<file path="config.mk">
export PLATFORM = sky130hd
export DESIGN_NAME = cnt_reload_seq
export DESIGN_NICKNAME = d
export VERILOG_FILES = /design/src/rtl/cnt_reload_pkg.sv /design/src/rtl/cnt_reload_shadow.sv /design/src/rtl/cnt_reload_seq.sv
export SDC_FILE = /design/constraint.sdc
export NUM_CORES = 1
export LEC_CHECK = 0
export CORE_ASPECT_RATIO = 0.9
export CORE_MARGIN = 4
export CORE_UTILIZATION = 35
export DETAILED_ROUTE_END_ITERATION = 12
export PLACE_DENSITY_LB_ADDON = 0.05
export SLEW_MARGIN = 15
export SYNTH_ARGS = -nofsm -noshare
export SYNTH_HDL_FRONTEND = slang
export SYNTH_SLANG_ARGS = --single-unit
</file>
<file path="constraint.sdc">
create_clock -name CK -period 3.45 [get_ports CK]
set_clock_uncertainty 0.05 [all_clocks]
set_input_delay 0.8625 -clock CK [delete_from_list [all_inputs] [get_ports CK]]
set_output_delay 0.8625 -clock CK [all_outputs]
set_load 0.005 [all_outputs]
</file>
<file path="src/rtl/cnt_reload_pkg.sv">
// Shared types and constants for the reloadable counter-chain sequencer.
// Holds the FSM state encoding, the per-state control decode and event-counter sizing.
package cnt_reload_pkg;

  typedef enum logic [1:0] {
    ST_IDLE = 2'd0,
    ST_LOAD = 2'd1,
    ST_RUN  = 2'd2,
    ST_HOLD = 2'd3
  } state_t;

  typedef struct packed {
    logic sp;
    logic sd;
    logic ci;
    logic busy;
  } ctrl_t;

  localparam int MIN_PERIOD = 2;

  localparam int                ECNT_W   = 8;
  localparam logic [ECNT_W-1:0] ECNT_MAX = 8'd255;

  // Fixed chain-control pattern for each state; every output is a pure function of state.
  function automatic ctrl_t state_ctrl(input state_t st);
    ctrl_t c;
    c = '{sp: 1'b0, sd: 1'b0, ci: 1'b0, busy: 1'b0};
    case (st)
      ST_LOAD: c = '{sp: 1'b1, sd: 1'b1, ci: 1'b0, busy: 1'b1};
      ST_RUN:  c = '{sp: 1'b1, sd: 1'b0, ci: 1'b1, busy: 1'b1};
      ST_HOLD: c = '{sp: 1'b0, sd: 1'b0, ci: 1'b0, busy: 1'b1};
      default: c = '{sp: 1'b0, sd: 1'b0, ci: 1'b0, busy: 1'b0};
    endcase
    return c;
  endfunction

endpackage

</file>
<file path="src/rtl/cnt_reload_shadow.sv">
// One-entry shadow register for the requested period with a valid/ready write port.
// A write always wins over a same-edge transfer, so the new value stays pending.
module cnt_reload_shadow
  import cnt_reload_pkg::*;
#(
  parameter int WIDTH = 16
) (
  input  logic             clk,
  input  logic             srst,
  input  logic             ldv,
  input  logic [WIDTH-1:0] ldd,
  input  logic             xfer,
  output logic             ldr,
  output logic             pending,
  output logic [WIDTH-1:0] shadow
);

  logic             pending_reg;
  logic [WIDTH-1:0] shadow_reg;
  logic             wr;

  assign wr = ldv & ~pending_reg;

  always_ff @(posedge clk) begin
    if (srst) begin
      pending_reg <= 1'b0;
      shadow_reg  <= '0;
    end else if (wr) begin
      shadow_reg  <= ldd;
      pending_reg <= 1'b1;
    end else if (xfer) begin
      pending_reg <= 1'b0;
    end
  end

  assign ldr     = ~pending_reg;
  assign pending = pending_reg;
  assign shadow  = shadow_reg;

endmodule

</file>
<file path="src/rtl/cnt_reload_seq.sv">
// Sequencer for a cascaded 4-bit loadable up-counter chain: loads 1-Pe, counts to
// terminal count, then reloads (AUTO=1) or stops (AUTO=0), emitting an event per period.
module cnt_reload_seq
  import cnt_reload_pkg::*;
#(
  parameter int WIDTH = 16,
  parameter bit AUTO  = 1'b1
) (
  input  logic              CK,
  input  logic              CD,
  input  logic              LDV,
  input  logic [WIDTH-1:0]  LDD,
  output logic              LDR,
  input  logic              GO,
  input  logic              HALT,
  input  logic              STOP,
  input  logic              TC,
  output logic              SP,
  output logic              SD,
  output logic              CI,
  output logic [WIDTH-1:0]  D,
  output logic              EVT,
  output logic              BUSY,
  output logic [ECNT_W-1:0] ECNT
);

  localparam logic [WIDTH-1:0] MIN_P = WIDTH'(MIN_PERIOD);
  localparam logic [WIDTH-1:0] ONE   = WIDTH'(1);

  generate
    if ((WIDTH % 4) != 0 || WIDTH < 8) begin : g_width_check
      $error("cnt_reload_seq: WIDTH must be a multiple of 4 and at least 8");
    end
  endgenerate

  state_t            state_reg;
  state_t            state_next;
  ctrl_t             ctrl_reg;
  logic [WIDTH-1:0]  period_reg;
  logic [WIDTH-1:0]  d_reg;
  logic [WIDTH-1:0]  period_sel;
  logic [WIDTH-1:0]  period_eff;
  logic              evt_reg;
  logic              evt_next;
  logic              enter_load;
  logic              restart;
  logic [ECNT_W-1:0] ecnt_reg;
  logic              pending;
  logic [WIDTH-1:0]  shadow;

  cnt_reload_shadow #(
    .WIDTH(WIDTH)
  ) u_shadow (
    .clk    (CK),
    .srst   (CD),
    .ldv    (LDV),
    .ldd    (LDD),
    .xfer   (enter_load),
    .ldr    (LDR),
    .pending(pending),
    .shadow (shadow)
  );

  // TC outranks HALT in RUN; STOP outranks everything.
  always_comb begin
    state_next = state_reg;
    if (STOP) begin
      state_next = ST_IDLE;
    end else begin
      case (state_reg)
        ST_IDLE: if (GO) state_next = ST_LOAD;
        ST_LOAD: state_next = ST_RUN;
        ST_RUN: begin
          if (TC)        state_next = AUTO ? ST_LOAD : ST_IDLE;
          else if (HALT) state_next = ST_HOLD;
        end
        ST_HOLD: if (!HALT) state_next = ST_RUN;
        default: state_next = ST_IDLE;
      endcase
    end
  end

  always_comb begin
    period_sel = pending ? shadow : period_reg;
    period_eff = (period_sel < MIN_P) ? MIN_P : period_sel;
  end

  assign enter_load = (state_next == ST_LOAD) && (state_reg != ST_LOAD);
  assign restart    = (state_reg == ST_IDLE) && (state_next == ST_LOAD);
  assign evt_next   = (state_reg == ST_RUN) && TC && !STOP;

  always_ff @(posedge CK) begin
    if (CD) begin
      state_reg  <= ST_IDLE;
      ctrl_reg   <= state_ctrl(ST_IDLE);
      period_reg <= MIN_P;
      d_reg      <= ONE - MIN_P;
      evt_reg    <= 1'b0;
      ecnt_reg   <= '0;
    end else begin
      state_reg <= state_next;
      ctrl_reg  <= state_ctrl(state_next);
      evt_reg   <= evt_next;
      if (enter_load) begin
        period_reg <= period_eff;
        d_reg      <= ONE - period_eff;
      end
      if (restart) begin
        ecnt_reg <= '0;
      end else if (evt_next && ecnt_reg != ECNT_MAX) begin
        ecnt_reg <= ecnt_reg + 1'b1;
      end
    end
  end

  assign SP   = ctrl_reg.sp;
  assign SD   = ctrl_reg.sd;
  assign CI   = ctrl_reg.ci;
  assign BUSY = ctrl_reg.busy;
  assign D    = d_reg;
  assign EVT  = evt_reg;
  assign ECNT = ecnt_reg;

endmodule

</file>
## Word-level counts from Yosys, hierarchy flattened

Index checks and enable logic that the tools add are counted.
Widths: inputs -> output; s select.

- Register bits after elaboration: 64
- Bits in latches: 0
- Memory bits (writable): 0
- Bits in read-only memories: 0
- Input bits: 23
- Output and inout bits: 30
- Word-level logic and storage cells: 44
- Memories: 0

- Add/subtract/negate cells: 2
- Multipliers: 0
- Div/mod/pow operators: 0
- $lt $le $gt $ge: 1
- Equality and inequality tests: 8
- Shift-type cells: 0
- Mux-type cells: 11
- Bitwise operators: 2
- Reduce and logical (&&, ||, !) cells: 9

Operators by type and width:

| cell | count |
|---|---|
| $mux 16 | 2 |
| $lt 16x2->1 const B | 1 |
| $sub 1x16->16 const A | 1 |
| $pmux 4 s3 | 1 |
| $mux 2 | 5 |
| $add 8x1->8 const B | 1 |
| $eq 2x2->1 const B | 4 |
| $ne 8x8->1 const B | 1 |
| $pmux 2 s4 | 1 |
| $logic_and 1x1->1 | 5 |
| $eq 2x1->1 const B | 2 |
| $logic_not 2->1 | 1 |
| $mux 1 | 2 |
| $ne 2x1->1 const B | 1 |
| $reduce_bool 2->1 | 1 |
| $reduce_or 2->1 | 1 |
| $and 1x1->1 | 1 |
| $logic_not 1->1 | 1 |
| $not 1->1 | 1 |

## Depth between registers and ports, before layout

Gate-level depths: netlist of the first run.

- Depth in word-level cells: 8
- Depth in mapped cells: 11

## Modules after synthesis

From an unflattened synthesis of the first run, not the netlist that was laid out.

- Cells, all modules: 341
- Area total of the unflattened synthesis: 3143.0 µm²

By module, submodules not included:

| module | instances | cells each | area an instance (µm²) | seq. area each (µm²) |
|---|---|---|---|---|
| cnt_reload_seq | 1 | 265 | 2324.7 | 920.9 |
| cnt_reload_shadow | 1 | 76 | 818.3 | 340.3 |

## Worst setup path after synthesis of the first run

Ideal clock, no wire load.

- Kind: register to register
- From: register u_shadow.shadow_reg[3] (netlist: u_shadow.shadow[3])
- To: register d_reg[7] (netlist: D[7])
- Library setup time: 120 ps
- Data arrival time: 2523 ps
- Slack: 757 ps
- Stages on the path, launching flop included: 10
- Cell sequence: dfxtp_1 or4b_1 a222oi_1 and3_2 a211oi_1 ha_1 o211ai_1 xor2_1 nor2_1 a211o_1

- Longest elaborated chain between the ends: 4

Ends and longest elaborated chain:

| element | RTL line | RTL |
|---|---|---|
| start: declaration | cnt_reload_shadow.sv:19 | `logic [WIDTH-1:0] shadow_reg;` |
| start signal: assignment | cnt_reload_shadow.sv:29 | `shadow_reg <= ldd;` |
| $mux 16 * | cnt_reload_seq.sv:84 | `period_sel = pending ? shadow : period_reg;` |
| $lt 16x2->1 | cnt_reload_seq.sv:85 | `period_eff = (period_sel < MIN_P) ? MIN_P : period_sel;` |
| $mux 16 * | cnt_reload_seq.sv:85 |  |
| $sub 1x16->16 * | cnt_reload_seq.sv:106 | `d_reg <= ONE - period_eff;` |
| end signal: assignment | cnt_reload_seq.sv:97 | `d_reg <= ONE - MIN_P;` |
| end signal: assignment | cnt_reload_seq.sv:106 |  |
| end: declaration | cnt_reload_seq.sv:40 | `logic [WIDTH-1:0] d_reg;` |

Mark *: on every way between the ends. The rest lies on a longest branch, timed or not.
A chain may end at the register's enable or synchronous reset.

## Worst setup path after layout of the first run

- From: register u_shadow.pending_reg (netlist: u_shadow.pending)
- To: register d_reg[13] (netlist: D[13])

- Longest elaborated chain between the ends: 4

Ends and longest elaborated chain:

| element | RTL line | RTL |
|---|---|---|
| start: declaration | cnt_reload_shadow.sv:18 | `logic pending_reg;` |
| start signal: assignment | cnt_reload_shadow.sv:26 | `pending_reg <= 1'b0;` |
| start signal: assignment | cnt_reload_shadow.sv:30 | `pending_reg <= 1'b1;` |
| start signal: assignment | cnt_reload_shadow.sv:32 | `pending_reg <= 1'b0;` |
| $mux 16 * | cnt_reload_seq.sv:84 |  |
| $lt 16x2->1 | cnt_reload_seq.sv:85 |  |
| $mux 16 * | cnt_reload_seq.sv:85 |  |
| $sub 1x16->16 * | cnt_reload_seq.sv:106 |  |

Marks and branches as above.

==> results of run 1 <==
cell type report:
type | instances | area [sq um] | share of cell area
Clock inverter | 7 | 97.6 | 0.0261
Sequential cell | 63 | 1260 | 0.337
Clock buffer | 9 | 124 | 0.0331
Tap cell | 99 | 124 | 0.0331
Multi-Input combinational cell | 248 | 1510 | 0.403
Timing Repair Buffer | 64 | 606 | 0.162
Inverter | 6 | 22.5 | 0.00602
critical path: cells and delay by family, from the launching register on:
kind | cells | cell delay, ns
buf+inv | 1 | 0.27
flops | 1 | 0.58
simple gates | 3 | 0.80
fa+ha+maj | 1 | 0.26
xor+xnor | 1 | 0.24
compound gates | 4 | 0.65
worst max path at each step:
stage / startpoint / endpoint / slack, ns / cells past startpoint
floorplan: u_shadow.shadow[3] / D[7] / 0.76 / 9
global placement: TC / D[7] / 0.42 / 10
detailed placement: TC / D[5] / 0.30 / 10
CTS: u_shadow.pending / D[13] / 0.43 / 10
global route: u_shadow.pending / D[15] / 0.22 / 10
finish: u_shadow.pending / D[13] / 0.46 / 10
synth_stat cells (all sizes together):
| master | instances |
|---|---|
| a31o | 1 |
| nor2b | 5 |
| or4 | 1 |
| nand2 | 41 |
| o22ai | 2 |
| ha | 5 |
| clkbuf | 12 |
| or3b | 2 |
| a21oi | 24 |
| o21a | 1 |
| or3 | 5 |
| a211o | 3 |
| o21ai | 10 |
| o2111ai | 1 |
| nor4b | 2 |
| buf | 6 |
| nand3b | 1 |
| nand4 | 3 |
| o211ai | 3 |
| nor3 | 12 |
| a31oi | 4 |
| nand3 | 2 |
| xnor2 | 6 |
| nor2 | 45 |
| dfxtp | 63 |
| and4 | 1 |
| a21boi | 1 |
| a222oi | 1 |
| mux2 | 2 |
| o211a | 1 |
| a211oi | 14 |
| xor2 | 8 |
| nor3b | 4 |
| or4b | 1 |
| a21o | 1 |
| and3 | 3 |
| nor4 | 5 |
| a41oi | 1 |
| inv | 6 |
| nand4bb | 1 |
| nand2b | 6 |
| and4b | 1 |
| mux2i | 18 |
stage by stage:
step	cell area (sq um)	power [mW]
3_5_place_dp	3520	1.11
2_1_floorplan	2870	0.997
6_report	3740	1.80
4_1_cts	3740	1.83
3_3_place_gp	3520	1.11
5_1_grt	3740	1.89
per-layer routing:
layer / GRT usage / up-vias
li1: - / 1299
met1: 0.217 / 1055
met2: 0.190 / 56
met3: 0.0408 / 4
met4: 0.0550 / 0
met5: 0 / -
kinds of logic after synthesis:
group / synth area share
simple gates: 0.238
compound gates: 0.152
flops: 0.440
buf+inv: 0.0345
mux: 0.0707
xor+xnor: 0.0428
fa+ha+maj: 0.0218
cells in the final DEF (no fill, tap or decap), types with 4 or more instances in the layout:
| master | synthesis | final |
|---|---|---|
| nor4_1 | 5 | 5 |
| xnor2_1 | 6 | 6 |
| mux2i_1 | 18 | 18 |
| or3_1 | 5 | 5 |
| nor2b_1 | 5 | 5 |
| inv_1 | 6 | 6 |
| buf_4 | 1 | 12 |
| nor3_1 | 12 | 12 |
| a31oi_1 | 4 | 4 |
| a21oi_1 | 24 | 24 |
| nand2b_1 | 6 | 6 |
| clkbuf_8 | 0 | 9 |
| clkdlybuf4s50_1 | 0 | 51 |
| dfxtp_1 | 63 | 63 |
| a211oi_1 | 14 | 14 |
| nand2_1 | 41 | 41 |
| xor2_1 | 8 | 8 |
| nor2_1 | 45 | 45 |
| ha_1 | 5 | 5 |
| o21ai_0 | 8 | 8 |
| nor3b_1 | 4 | 4 |
power by group:
part	total [mW]	switching [mW]	internal [mW]	leakage, nW
logic	0.294	0.150	0.144	0.762
clock network	0.704	0.297	0.407	0.105
registers	0.800	0.0341	0.766	0.515
==> impl_metrics.json, run 1 <==
{
  "pre_cts_ws_ns": 0.299,
  "grt_pass1_wl_um": 10900,
  "routed.top_layer": "met4",
  "wl_met1_um": 3630,
  "maxClockFrequency_mhz": 335,
  "antenna_found_initial": 0,
  "p_per_area_mw_per_mm2": 480,
  "hold_path.class": "register to register",
  "dpl.hpwl_um": 4790,
  "max_stage_delay_ns": 0.58,
  "min-delay-start": "u_shadow.shadow[11]",
  "wire_per_inst_um": 13.3,
  "critPathRequiredTime_ns": 3.60,
  "startpoint_type": "register",
  "end_kind": "register",
  "yosysTopAreaCellShare": 0.440,
  "die-area_sq_mm": 0.00970,
  "placement.io_buffers": 52,
  "synth_area_sq_mm": 0.00287,
  "fin_crit_sh": 0.866,
  "cp_slowest_cell": "dfxtp_1",
  "maxCapViolations": 0,
  "grt_pass1_vias": 2246,
  "h-tree-depth": 3,
  "grt_use_total": 0.144,
  "holdPathStages": 2,
  "layout-drive-gt1-share": 0.0932,
  "cp_cell_sequence": "buf_4 -> nor4b_1 -> o21a_1 -> and3_2 -> a211oi_1 -> ha_1 -> o2111ai_1 -> nor3_1 -> xnor2_1 -> a21oi_1",
  "drc_errors": 0,
  "slew_headroom": 0.482,
  "yosysWarningCount": 0,
  "yosys-top-cells-area": "dfxtp_1 (44%), mux2i_1 (6.3%), nor2_1 (5.9%)",
  "cts_tree": "built",
  "avgViaCountPerCell": 4.87,
  "hold_violations": 0,
  "ys_types": 48,
  "r2r-start": "u_shadow.pending",
  "fillers": 810,
  "rsz0062_at_grt": "no",
  "final_cell_count_no_fill": 496,
  "wl_um": 6590,
  "synth_nets": 363,
  "num_rows": 31,
  "ff2ff_setup_slack_ns": 0.46,
  "power.leakage_nw": 1.38,
  "worst_slack_ns": 0.463,
  "outcome": "completed",
  "place_inst": 480,
  "vias": 2414,
  "nNetsFinal": 420,
  "drtPass1Iterations": 4,
  "hold_path_end": "u_shadow.shadow[11]",
  "met2_length_um": 2560,
  "max-vdd-ir-drop_mv": 0.231,
  "synth_seq_area_share": 0.440,
  "setup_viol": 0,
  "ant_nets": 0,
  "cts_buffer_depth": 2,
  "drt_iter0_markers": 136,
  "synth_top_area_cell": "dfxtp_1",
  "worst-setup-path-type": "register to register",
  "rr_worst_depth": 10,
  "clk_pin_slew_ns": 0.07,
  "initial_core_util": 0.357,
  "syn_to_final_growth_pct": 30.7,
  "fin_crit_ns": 2.99,
  "syn-instance-count": 335,
  "tightest_slew_ns": 0.772,
  "r2r_end": "D[13]",
  "gp_congestion": 0.819,
  "cts_setup_buffers": 0,
  "die_h_um": 93.8,
  "synth_seq_cells": 63,
  "grt_max_degree": 42,
  "avgSynthCellArea_sq_um": 8.55,
  "postCtsHoldBufs": 0,
  "worst_ep_arrival_time_ns": 3.14,
  "antennaDiodeCount": 0,
  "post-route-util": 0.466,
  "die_w_um": 103,
  "slew_violations": 0,
  "cts_buffers": 9,
  "route.met3.wl_um": 355,
  "core_area_sq_mm": 0.00803,
  "worstPathMaxFanout": 13,
  "insertion_delay_ns": 0.34,
  "tns_ns": 0,
  "clkSinkCount": 63,
  "num_io_pins": 53,
  "grt-ovfl-total": 0,
  "post_cts_resized": 0,
  "cts-root-buf": "clkbuf_8",
  "whs_ns": 0.414
}
Power figures use the tool's default switching activity.
==> inputs of run 2 (changes only) <==
CTS_CLUSTER_DIAMETER = 200   (was default)
SETUP_SLACK_MARGIN = 0.5   (was default)
==> impl_metrics.json, run 2 (synthesis gave the netlist of run 1 again) <==
{
  "placement.io_buffers": 52,
  "hold_path.class": "register to register",
  "max_stage_delay_ns": 0.55,
  "p_per_area_mw_per_mm2": 480,
  "rr_worst_depth": 9,
  "tns_ns": 0,
  "r2r_end": "D[13]",
  "die_w_um": 103,
  "layout-drive-gt1-share": 0.106,
  "power.switching_mw": 0.487,
  "outcome": "completed",
  "intPower_mw": 1.32,
  "antennaDiodeCount": 0,
  "h-tree-depth": 3,
  "worst-setup-path-type": "register to register",
  "clkPwrFrac": 0.391,
  "antenna_found_initial": 0,
  "core_area_sq_mm": 0.00803,
  "seq_power_share": 0.443,
  "cts-root-buf": "clkbuf_8",
  "startpoint_type": "register",
  "grt-ovfl-total": 0,
  "grt_use_total": 0.144,
  "crit_end": "D[13]",
  "wire_per_inst_um": 13.5,
  "grt_pass1_vias": 2246,
  "fin_crit_ns": 2.78,
  "cts_buffers": 9,
  "initial_core_util": 0.357,
  "place_inst": 480,
  "cts_buffer_depth": 2,
  "max-vdd-ir-drop_mv": 0.231,
  "power.leakage_nw": 1.39,
  "vias": 2442,
  "maxClockFrequency_mhz": 359,
  "final_common_cell": "dfxtp_1",
  "swShare": 0.269,
  "drc_errors": 0,
  "clkSinkCount": 63,
  "fillers": 812,
  "ff2ff_setup_slack_ns": 0.67,
  "syn_to_final_growth_pct": 31.5,
  "final_cell_mix": "dfxtp_1 (62), clkdlybuf4s50_1 (51), nor2_1 (45), nand2_1 (41), a21oi_1 (24)",
  "die_h_um": 93.8,
  "rsz0062_at_grt": "no",
  "maxCapViolations": 0,
  "worstPathMaxFanout": 13,
  "gp_congestion": 0.819,
  "end_kind": "register",
  "tightest_slew_ns": 0.743,
  "insertion_delay_ns": 0.34,
  "seq_area_sq_mm": 0.00126,
  "cp_num_cells": 9,
  "fin_crit_sh": 0.807,
  "avgViaCountPerCell": 4.91,
  "setup_viol": 0,
  "critPathBufInv": 0,
  "final_cell_count_no_fill": 497,
  "postCtsHoldBufs": 0,
  "crit_path_start": "u_shadow.pending",
  "num_rows": 31,
  "cp_slowest_cell": "or4_1",
  "drt_iter0_markers": 128,
  "die-area_sq_mm": 0.00970,
  "hold_violations": 0,
  "critical_path.top_delay_family": "simple AND/OR/NAND/NOR gates",
  "cp_cell_sequence": "or4_1 -> a222oi_1 -> and3_2 -> a211oi_1 -> ha_1 -> o2111ai_2 -> nor3_1 -> xnor2_1 -> a21oi_1",
  "cts_tree": "built",
  "r2r-start": "u_shadow.pending",
  "slew_headroom": 0.498,
  "clk_pin_slew_ns": 0.07,
  "slew_violations": 0,
  "ant_nets": 0,
  "num_io_pins": 53,
  "worst_ep_arrival_time_ns": 2.94,
  "multiInputGateArea_sq_mm": 0.00153,
  "drtPass1Iterations": 5,
  "nNetsFinal": 421,
  "p_comb_frac": 0.166,
  "grt_pass1_wl_um": 10900,
  "dpl.hpwl_um": 4790,
  "critPathRequiredTime_ns": 3.60,
  "wl_um": 6690,
  "grt_max_degree": 42
}
run 2: cell type report:
type                            count  area share
Clock buffer                        9      0.0329
Sequential cell                    63       0.335
Inverter                            6     0.00598
Timing Repair Buffer               65       0.163
Tap cell                           99      0.0329
Clock inverter                      7      0.0259
Multi-Input combinational cell    248       0.405
run 2: how the worst min path moves through the flow:
stage	start	end	slack, ns	depth (start not counted)
final	u_shadow.shadow[11]	u_shadow.shadow[11]	0.41	2
after global placement	u_shadow.shadow[11]	u_shadow.shadow[11]	0.40	2
after floorplan	period_reg[0]	period_reg[0]	0.39	2
after global routing	period_reg[0]	period_reg[0]	0.44	2
after detailed placement	u_shadow.shadow[11]	u_shadow.shadow[11]	0.41	2
after CTS	u_shadow.shadow[11]	u_shadow.shadow[11]	0.41	2
run 2: power groups by stage:
stage | registers [mW] | logic, mW | clock network, mW
detailed placement | 0.817 | 0.296 | 0
global route | 0.807 | 0.334 | 0.757
global placement | 0.817 | 0.295 | 0
finish | 0.801 | 0.300 | 0.706
floorplan | 0.806 | 0.191 | 0
CTS | 0.800 | 0.298 | 0.731
run 2: per-layer routing:
layer  part of all wire  up-vias  GRT usage
li1                   -     1302          -
met1               0.55     1070      0.217
met2               0.38       60      0.191
met3              0.060       10     0.0408
met4              0.015        0     0.0550
met5                  0        -          0
run 2: metrics by stage:
step | util | hold slack, ns | power, mW | setup WS, ns | instance area [sq um]
detailed placement | 0.439 | 0.405 | 1.11 | 0.299 | 3520
global route | 0.469 | 0.435 | 1.90 | 0.503 | 3770
CTS | 0.466 | 0.415 | 1.83 | 0.592 | 3740
floorplan | - | 0.386 | 0.997 | 0.757 | 2870
global placement | 0.439 | 0.400 | 1.11 | 0.415 | 3520
finish | 0.469 | 0.411 | 1.81 | 0.665 | 3770
run 2: repair_timing:
action                                  4_1_cts  5_1_grt
setup buffers                                 0        1
endpoints found under the setup margin        4       10
pin swaps                                     0        1
gates resized for setup                       1        3
run 2: worst register-to-register path, cell delays in order, from the launching register on:
cell       delay, ns
dfxtp_2         0.39
or4_1           0.55
a222oi_1        0.41
and3_2          0.33
a211oi_1        0.07
ha_1            0.27
o2111ai_2       0.14
nor3_1          0.11
xnor2_1         0.24
a21oi_1         0.10
